**src/rtl/mem_stage_if.sv**
```systemverilog
// Data-memory request/acknowledge bus between the MEM stage (master) and the data memory (slave).
interface mem_stage_if;
  logic        dmem_req;
  logic        dmem_we;
  logic [31:0] dmem_addr;
  logic [31:0] dmem_wdata;
  logic [31:0] dmem_rdata;
  logic        dmem_ack;

  modport master (
    output dmem_req,
    output dmem_we,
    output dmem_addr,
    output dmem_wdata,
    input  dmem_rdata,
    input  dmem_ack
  );

  modport slave (
    input  dmem_req,
    input  dmem_we,
    input  dmem_addr,
    input  dmem_wdata,
    output dmem_rdata,
    output dmem_ack
  );
endinterface

```
**src/rtl/mem_stage.sv**
```systemverilog
// Pipeline MEM stage: word loads/stores over a req/ack bus, stalling upstream until the
// access completes and presenting bubbles to the enable-less MEM/WB register meanwhile.
module mem_stage #(
  parameter int unsigned WAIT_LIMIT = 15
) (
  input  logic        clock,
  input  logic        resetn,
  input  logic        mvalid,
  input  logic        mwreg,
  input  logic        mm2reg,
  input  logic        mwmem,
  input  logic [4:0]  mdestReg,
  input  logic [31:0] malu,
  input  logic [31:0] mb,
  mem_stage_if.master dmem,
  output logic        stall,
  output logic        wwreg_n,
  output logic        wm2reg_n,
  output logic [4:0]  wdest_n,
  output logic [31:0] wr_n,
  output logic [31:0] wdo_n,
  output logic        mem_err
);

  typedef enum logic [1:0] {StIdle, StBusy, StDone} state_e;

  localparam logic [7:0] LimitM1 = 8'(WAIT_LIMIT - 1);

  state_e      r_state;
  state_e      w_state_d;
  logic        r_req;
  logic        r_we;
  logic [31:0] r_addr;
  logic [31:0] r_wdata;
  logic        r_wreg;
  logic        r_m2reg;
  logic [4:0]  r_dest;
  logic [31:0] r_rdata;
  logic        r_abort;
  logic [7:0]  r_cnt;

  logic w_mem_op;
  logic w_misaligned;
  logic w_start;
  logic w_limit;

  assign w_mem_op     = mvalid & (mm2reg | mwmem);
  assign w_misaligned = (malu[1:0] != 2'b00);
  assign w_start      = w_mem_op & ~w_misaligned;
  // Counter holds the number of completed unacknowledged BUSY cycles.
  assign w_limit      = (r_cnt == LimitM1);

  always_ff @(posedge clock or negedge resetn) begin
    if (!resetn) begin
      r_state <= StIdle;
    end else begin
      r_state <= w_state_d;
    end
  end

  always_comb begin
    w_state_d = r_state;
    case (r_state)
      StIdle:  if (w_start) w_state_d = StBusy;
      StBusy:  if (dmem.dmem_ack || w_limit) w_state_d = StDone;
      StDone:  w_state_d = StIdle;
      default: w_state_d = StIdle;
    endcase
  end

  always_ff @(posedge clock or negedge resetn) begin
    if (!resetn) begin
      r_req   <= 1'b0;
      r_we    <= 1'b0;
      r_addr  <= '0;
      r_wdata <= '0;
      r_wreg  <= 1'b0;
      r_m2reg <= 1'b0;
      r_dest  <= '0;
      r_rdata <= '0;
      r_abort <= 1'b0;
      r_cnt   <= '0;
    end else begin
      case (r_state)
        StIdle: begin
          if (w_start) begin
            r_req   <= 1'b1;
            r_we    <= mwmem & ~mm2reg;
            r_addr  <= malu;
            r_wdata <= mb;
            r_wreg  <= mwreg;
            r_m2reg <= mm2reg;
            r_dest  <= mdestReg;
            r_rdata <= '0;
            r_abort <= 1'b0;
            r_cnt   <= '0;
          end
        end
        StBusy: begin
          if (dmem.dmem_ack) begin
            r_req   <= 1'b0;
            r_rdata <= r_m2reg ? dmem.dmem_rdata : 32'd0;
          end else begin
            r_cnt <= r_cnt + 8'd1;
            if (w_limit) begin
              r_req   <= 1'b0;
              r_abort <= 1'b1;
            end
          end
        end
        default: ;
      endcase
    end
  end

  assign dmem.dmem_req   = r_req;
  assign dmem.dmem_we    = r_we;
  assign dmem.dmem_addr  = r_addr;
  assign dmem.dmem_wdata = r_wdata;

  // Outputs default to a bubble; reset forces everything low regardless of state.
  always_comb begin
    stall    = 1'b0;
    wwreg_n  = 1'b0;
    wm2reg_n = 1'b0;
    wdest_n  = '0;
    wr_n     = '0;
    wdo_n    = '0;
    mem_err  = 1'b0;
    if (resetn) begin
      case (r_state)
        StIdle: begin
          if (!w_mem_op) begin
            wwreg_n = mwreg & mvalid;
            wdest_n = mdestReg;
            wr_n    = malu;
          end else if (w_misaligned) begin
            mem_err = 1'b1;
          end else begin
            stall = 1'b1;
          end
        end
        StBusy: stall = 1'b1;
        StDone: begin
          if (r_abort) begin
            mem_err = 1'b1;
          end else begin
            wwreg_n  = r_wreg;
            wm2reg_n = r_m2reg;
            wdest_n  = r_dest;
            wr_n     = r_addr;
            wdo_n    = r_rdata;
          end
        end
        default: ;
      endcase
    end
  end

endmodule

```
**src/flat_wrapper.sv**
```systemverilog
// flat-port wrapper written by rule: the top's interface ports become plain ports
module mem_stage_flat 
#(
  parameter int unsigned WAIT_LIMIT = 15
)
  (clock, resetn, mvalid, mwreg, mm2reg, mwmem, mdestReg, malu, mb, stall, wwreg_n, wm2reg_n, wdest_n, wr_n, wdo_n, mem_err, dmem_dmem_req, dmem_dmem_we, dmem_dmem_addr, dmem_dmem_wdata, dmem_dmem_rdata, dmem_dmem_ack);
  mem_stage_if dmem_i ();
  input  logic clock;
  input  logic resetn;
  input  logic mvalid;
  input  logic mwreg;
  input  logic mm2reg;
  input  logic mwmem;
  input  logic [4:0] mdestReg;
  input  logic [31:0] malu;
  input  logic [31:0] mb;
  output logic stall;
  output logic wwreg_n;
  output logic wm2reg_n;
  output logic [4:0] wdest_n;
  output logic [31:0] wr_n;
  output logic [31:0] wdo_n;
  output logic mem_err;
  output wire logic [$bits(dmem_i.dmem_req)-1:0] dmem_dmem_req;
  output wire logic [$bits(dmem_i.dmem_we)-1:0] dmem_dmem_we;
  output wire logic [$bits(dmem_i.dmem_addr)-1:0] dmem_dmem_addr;
  output wire logic [$bits(dmem_i.dmem_wdata)-1:0] dmem_dmem_wdata;
  input wire logic [$bits(dmem_i.dmem_rdata)-1:0] dmem_dmem_rdata;
  input wire logic [$bits(dmem_i.dmem_ack)-1:0] dmem_dmem_ack;
  assign dmem_dmem_req = dmem_i.dmem_req;
  assign dmem_dmem_we = dmem_i.dmem_we;
  assign dmem_dmem_addr = dmem_i.dmem_addr;
  assign dmem_dmem_wdata = dmem_i.dmem_wdata;
  assign dmem_i.dmem_rdata = dmem_dmem_rdata;
  assign dmem_i.dmem_ack = dmem_dmem_ack;
  mem_stage #(.WAIT_LIMIT(WAIT_LIMIT)) u_core (.clock(clock), .resetn(resetn), .mvalid(mvalid), .mwreg(mwreg), .mm2reg(mm2reg), .mwmem(mwmem), .mdestReg(mdestReg), .malu(malu), .mb(mb), .dmem(dmem_i), .stall(stall), .wwreg_n(wwreg_n), .wm2reg_n(wm2reg_n), .wdest_n(wdest_n), .wr_n(wr_n), .wdo_n(wdo_n), .mem_err(mem_err));
endmodule
```
**config.mk**
```make
export PLATFORM = sky130hd
export DESIGN_NAME = mem_stage_flat
export DESIGN_NICKNAME = d
export VERILOG_FILES = /design/src/rtl/mem_stage_if.sv /design/src/rtl/mem_stage.sv /design/src/flat_wrapper.sv
export SDC_FILE = /design/constraint.sdc
export NUM_CORES = 1
export LEC_CHECK = 0
export CORE_ASPECT_RATIO = 1.75
export CORE_MARGIN = 1
export CORE_UTILIZATION = 30
export CTS_CLUSTER_SIZE = 30
export DETAILED_ROUTE_END_ITERATION = 8
export HOLD_SLACK_MARGIN = 0.03
export SYNTH_ARGS = -nofsm -noshare
export SYNTH_HDL_FRONTEND = slang
export SYNTH_SLANG_ARGS = --single-unit
```
**constraint.sdc**
```tcl
create_clock -name clock -period 5.9 [get_ports clock]
set_input_delay 1.475 -clock clock [delete_from_list [all_inputs] [get_ports clock]]
set_output_delay 1.475 -clock clock [all_outputs]
set_load 0.005 [all_outputs]
```
==> flow_metrics.tcl, run 1 <==
set metrics [dict create \
    status "finished, final reports clean" \
    fin_crit_ps 5000 \
    finalWeightedCongestion 0.811 \
    drc 0 \
    fin_util_pct 48.1 \
    clk_path_buf_depth 2 \
    final_hold_viol_count 0 \
    postCtsSetupBuffers 0 \
    fin_hold_ws_ps 487 \
    htreeDepth 4 \
    grt_usage_pct 18.4 \
    grt_pass1_wl_um 27000 \
    fillers 1697 \
    synth_area_leaders "dfrtp_1 (53%), mux2_2 (11%), mux2i_1 (6.0%)" \
    dr.pass1.iters 4 \
    port_buffers 246 \
    worst-r2r-setup-slack_ps 3370 \
    multi_input_area_um2 2270 \
    syn_to_final_growth_pct 57.2 \
    startpoint "mm2reg" \
    swShare_pct 26.7 \
    p_seq_share_pct 39.1 \
    hold_depth 1 \
    synthesis.area_um2 5520 \
    avgRoutedWirePerCell_um 17.7 \
    p_per_area_nw_per_um2 312 \
    critPathKind "in2out" \
    cts_repair_resize_count 0 \
    crit_buf_inv 3 \
    yosys.area.top_type_share_pct 52.6 \
    synth-seq-area-share_pct 52.6 \
    worstPathArrival_ps 3520 \
    cts_buffers 17 \
    slew_viol_final 0 \
    netlist_instances 476 \
    clkTransAtPathRegs_ps 60 \
    cp_max_fo 21 \
    synth_edf_count 0 \
    nNetsFinal 820 \
    fp.dieH_um 181 \
    cp.depth 6 \
    antenna_found_initial 0 \
    fin_crit_sh_pct 84.7 \
    power_frac_comb_pct 24.5 \
    synth.avg_cell_area_um2 11.6 \
    synth_nets 586 \
    cp-start-kind "input pin" \
    slowest_stage "clkdlybuf4s50_1" \
    first_global_vias 5048 \
    p_sw_mw 0.723 \
    clkSinkCount 116 \
    rsz0062_at_grt "false" \
    r2r-end "u_core.dmem.dmem_addr[2]$_DFFE_PN0P_" \
    cp_slowest_stage_delay_ps 520 \
    crit_end "wr_n[28]" \
    cts_hold_buf 0 \
    leakagePower_nw 3.59 \
    dieWidth_um 105 \
    critPathRequiredTime_ps 4430 \
    hold_path.class "reg2reg" \
    core_um2 18100 \
    clock_skew_ps 10.2 \
    synth.distinct_cells 46 \
    clk_root_buffer_cell "clkbuf_16" \
    yosys_most_used_dff "dfrtp_1" \
    ant_nets 0 \
    synth_seq_cells 116 \
    cp-end-kind "primary output" \
    vias_per_cell 4.85 \
    p_clk_share_pct 36.4 \
    rows 65 \
    r2r_cells 4 \
    synth_most_common_cell "dfrtp_1" \
    crit_family "buffers and inverters" \
    fin_setup_tns_ps 0 \
    min_from "u_core.dmem.dmem_wdata[9]$_DFFE_PN0P_" \
    relSlewSlack_pct 23.9 \
    drtIter0Drc 249 \
    dp_hpwl_um 12100 \
    tightestPinTransition_ps 1140 \
    path_cells "clkdlybuf4s50_1 -> o21ai_2 -> and3_1 -> buf_4 -> a22o_1 -> clkdlybuf4s50_1" \
    cts_tree "built" \
    yosys-top-cells-count "dfrtp_1 (116), mux2_2 (54), nand2_1 (41)" \
    r2r_start "u_core.r_state[0]$_DFFE_PN0P_" \
    power.internal_mw 1.99 \
    vias 4641 \
    async_reset_ff_share_pct 100 \
    max_freq_mhz 200 \
    finalWirelength_um 16900 \
    drive_above_1_share_pct 14.0 \
    max_cap_violations 0 \
    grt_max_degree 66 \
    dieArea_um2 19000 \
    ys_warn_count 0 \
    worstSkewPairLatency_ps 410 \
    ff_latch_area_um2 2900 \
    setup_violations 0 \
    crit_path_frequent_cell "clkdlybuf4s50_1" \
    diodes 0 \
    num_io_pins 247 \
    start_util_pct 30.6 \
    overflow 0 \
    synth_top_cell_by_area "dfrtp_1" \
    ir_drop_uv 193 \
]
==> power by group through the flow <==
stage	registers [mW]	logic, mW	clock network (mW)
final	1.06	0.663	0.987
after global placement	1.06	0.662	0
after CTS	1.06	0.675	1.01
after global routing	1.08	0.714	1.04
after detailed placement	1.07	0.670	0
after floorplan	1.06	0.237	0
==> how the worst min path moves through the flow <==
stage	end	slack, ps
after floorplan	u_core.r_cnt[7]$_DFFE_PN0P_	440
after global placement	u_core.r_cnt[7]$_DFFE_PN0P_	460
after detailed placement	u_core.r_cnt[7]$_DFFE_PN0P_	470
after CTS	u_core.r_cnt[7]$_DFFE_PN0P_	480
after global routing	u_core.dmem.dmem_wdata[3]$_DFFE_PN0P_	510
final	u_core.dmem.dmem_wdata[9]$_DFFE_PN0P_	490
==> state kept, by name (all words and copies together) (netlist names) <==
register	flops
u_core.dmem.dmem_we	1
u_core.r_abort	1
u_core.dmem.dmem_wdata	32
u_core.dmem.dmem_addr	32
u_core.r_m2reg	1
u_core.r_dest	5
u_core.r_state	2
u_core.dmem.dmem_req	1
u_core.r_rdata	32
u_core.r_wreg	1
u_core.r_cnt	8
==> logic make-up (layout without fill, tap and decap cells) <==
family                   count (synthesis)  in the layout  synth area share [%]
buffers and inverters                   74            321                  6.53
adder cells (fa/ha/maj)                  2              2                 0.453
AO/OA/AOI/OAI                           64             64                  9.29
AND/OR/NAND/NOR                        118            118                  11.0
flip-flops                             116            116                  52.6
multiplexers                           102            102                  20.2
==> through the flow <==
stage                     worst slack [ps]  instances  power [mW]  cell area [µm²]
after detailed placement               894        925        1.74             8120
after CTS                              869        957        2.75             8680
after global routing                   789        957        2.84             8680
after floorplan                       1830        476        1.30             5520
final                                  903        957        2.71             8680
after global placement                 954        925        1.73             8120
==> metal layers <==
metal | share of wire, % | wire [µm] | track usage [%] | up-vias
li1 | - | - | - | 2145
met2 | 53 | 8910 | 33.1 | 189
met3 | 6.9 | 1160 | 5.42 | 26
met5 | 0 | 0 | 0 | -
met1 | 38 | 6400 | 19.6 | 2281
met4 | 2.8 | 467 | 8.34 | 0
==> final cells by class <==
| type | instances | area share, % |
|---|---|---|
| clock buffers | 21 | 5.30 |
| inverters | 36 | 1.56 |
| clock inverters | 11 | 1.21 |
| repair buffers | 253 | 29.0 |
| well taps | 234 | 3.37 |
| flip-flops and latches | 116 | 33.4 |
| multi-input cells | 286 | 26.1 |
==> worst reg2reg max path, cell delays in order, from the launching register on <==
cell and delay [ps]:
dfrtp_1 490, or4_4 590, nor2_4 430, buf_4 490
mux2_2 410
==> placed cells by master (no fill, tap or decap), drive strengths merged, types with 3 or more instances in the layout <==
master	count
clkdlybuf4s50	245
dfrtp	116
mux2	69
nand2	41
inv	36
and3	34
mux2i	33
a22o	22
clkbuf	21
nor2	20
a32oi	16
o21ai	8
buf	8
clkinv	6
a21oi	4
o211ai	4
clkinvlp	4
and2	3
nand3	3
or4	3
No activity file was read; power rests on OpenSTA's default activity.
==> inputs of run 2 (changes only) <==
Clock period 5.9 ns to 4.25 ns, I/O delays scaled along.
==> flow_metrics.tcl, run 2 (same netlist as run 1, synthesis figures left out) <==
set metrics [dict create \
    status "finished, final reports clean" \
    cts_tree "built" \
    worstSkewPairLatency_ps 420 \
    fillers 1677 \
    overflow 0 \
    worstPathArrival_ps 2870 \
    r2r_start "u_core.r_state[0]$_DFFE_PN0P_" \
    htreeDepth 4 \
    max_cap_violations 0 \
    dieWidth_um 105 \
    leakagePower_nw 3.68 \
    vias 4620 \
    rsz0062_at_grt "false" \
    cts_hold_buf 0 \
    layout_commonest_cell "clkdlybuf4s50_1" \
    nNetsFinal 827 \
    fin_crit_ps 3930 \
    slew_viol_final 0 \
    p_per_area_nw_per_um2 444 \
    first_global_vias 5088 \
    dieArea_um2 19000 \
    setup_violations 0 \
    tightestPinTransition_ps 1180 \
    r2r-end "u_core.r_dest[1]$_DFFE_PN0P_" \
    postCtsSetupBuffers 0 \
    ir_drop_uv 257 \
    hold_path.class "in2async" \
    finalWeightedCongestion 0.795 \
    core_um2 18100 \
    fin_hold_ws_ps 438 \
    ant_nets 0 \
    max_freq_mhz 255 \
    start_util_pct 30.6 \
    finalWirelength_um 16700 \
    critPathRequiredTime_ps 3190 \
    grt_usage_pct 18.2 \
    avgRoutedWirePerCell_um 17.4 \
    final_hold_viol_count 0 \
    fin_util_pct 49.1 \
    grt_pass1_wl_um 26800 \
    cts_buffers 17 \
    antenna_found_initial 0 \
    dp_hpwl_um 12000 \
    drive_above_1_share_pct 14.9 \
    num_io_pins 247 \
    clock_skew_ps 8.85 \
    drc 0 \
    cp-start-kind "input pin" \
    r2r_cells 4 \
    clk_root_buffer_cell "clkbuf_16" \
    vias_per_cell 4.79 \
    fp.dieH_um 181 \
    grt_max_degree 63 \
    fin_crit_sh_pct 92.4 \
    cp-end-kind "primary output" \
    fin_setup_tns_ps 0 \
    dr.pass1.iters 4 \
    diodes 0 \
    clkTransAtPathRegs_ps 50 \
    relSlewSlack_pct 21.1 \
    final_cell_mix "clkdlybuf4s50_1 (245), dfrtp_1 (116), mux2_2 (54), nand2_1 (41), inv_1 (36)" \
    cts_repair_resize_count 0 \
    drtIter0Drc 165 \
    clk_path_buf_depth 2 \
    cp_max_fo 18 \
    rows 65 \
    worst-r2r-setup-slack_ps 2100 \
    syn_to_final_growth_pct 60.6 \
    port_buffers 246 \
    p_total_mw 3.94 \
    critPathKind "in2out" \
    clkSinkCount 116 \
]
## run 2: worst max-delay path by stage
stage,endpoint,from,cells past startpoint
finish,wr_n[30],mm2reg,6
detailed placement,wr_n[19],mm2reg,6
floorplan,wdest_n[1],mwmem,4
global route,wr_n[19],mm2reg,6
global placement,wr_n[19],mm2reg,6
CTS,wr_n[19],mm2reg,6
## run 2: layout make-up
class                   instances  area, µm²  share of cell area, %
inverters                      36        135                   1.52
clock inverters                12        179                   2.02
clock buffers                  20        457                   5.15
flip-flops and latches        116       2900                   32.7
multi-input cells             286       2270                   25.6
repair buffers                260       2630                   29.7
well taps                     234        293                   3.30
## run 2: stage by stage
stage / area, µm² / worst slack (ps) / instances
detailed placement: 8230 / 322 / 932
finish: 8870 / 321 / 964
CTS: 8870 / 311 / 964
floorplan: 5520 / 1000 / 476
global placement: 8230 / 350 / 932
global route: 8870 / 200 / 964
## run 2: metal layers
| layer | GRT usage [%] | vias up | routed length [µm] |
|---|---|---|---|
| met5 | 0 | - | 0 |
| li1 | - | 2162 | - |
| met2 | 33.2 | 185 | 8940 |
| met4 | 7.89 | 0 | 422 |
| met1 | 18.4 | 2247 | 6150 |
| met3 | 6.57 | 26 | 1220 |
## run 2: critical path, cell delays in order
cell and delay (ps):
clkdlybuf4s50_1 470, o21ai_2 210, buf_4 300, a32oi_1 150, nor2_1 110, clkdlybuf4s50_1 550
## run 2: report_power, final
group          switching (mW)  internal [mW]
sequential              0.152           1.33
combinational           0.317          0.611
clock                   0.524           1.01
total                   0.993           2.95
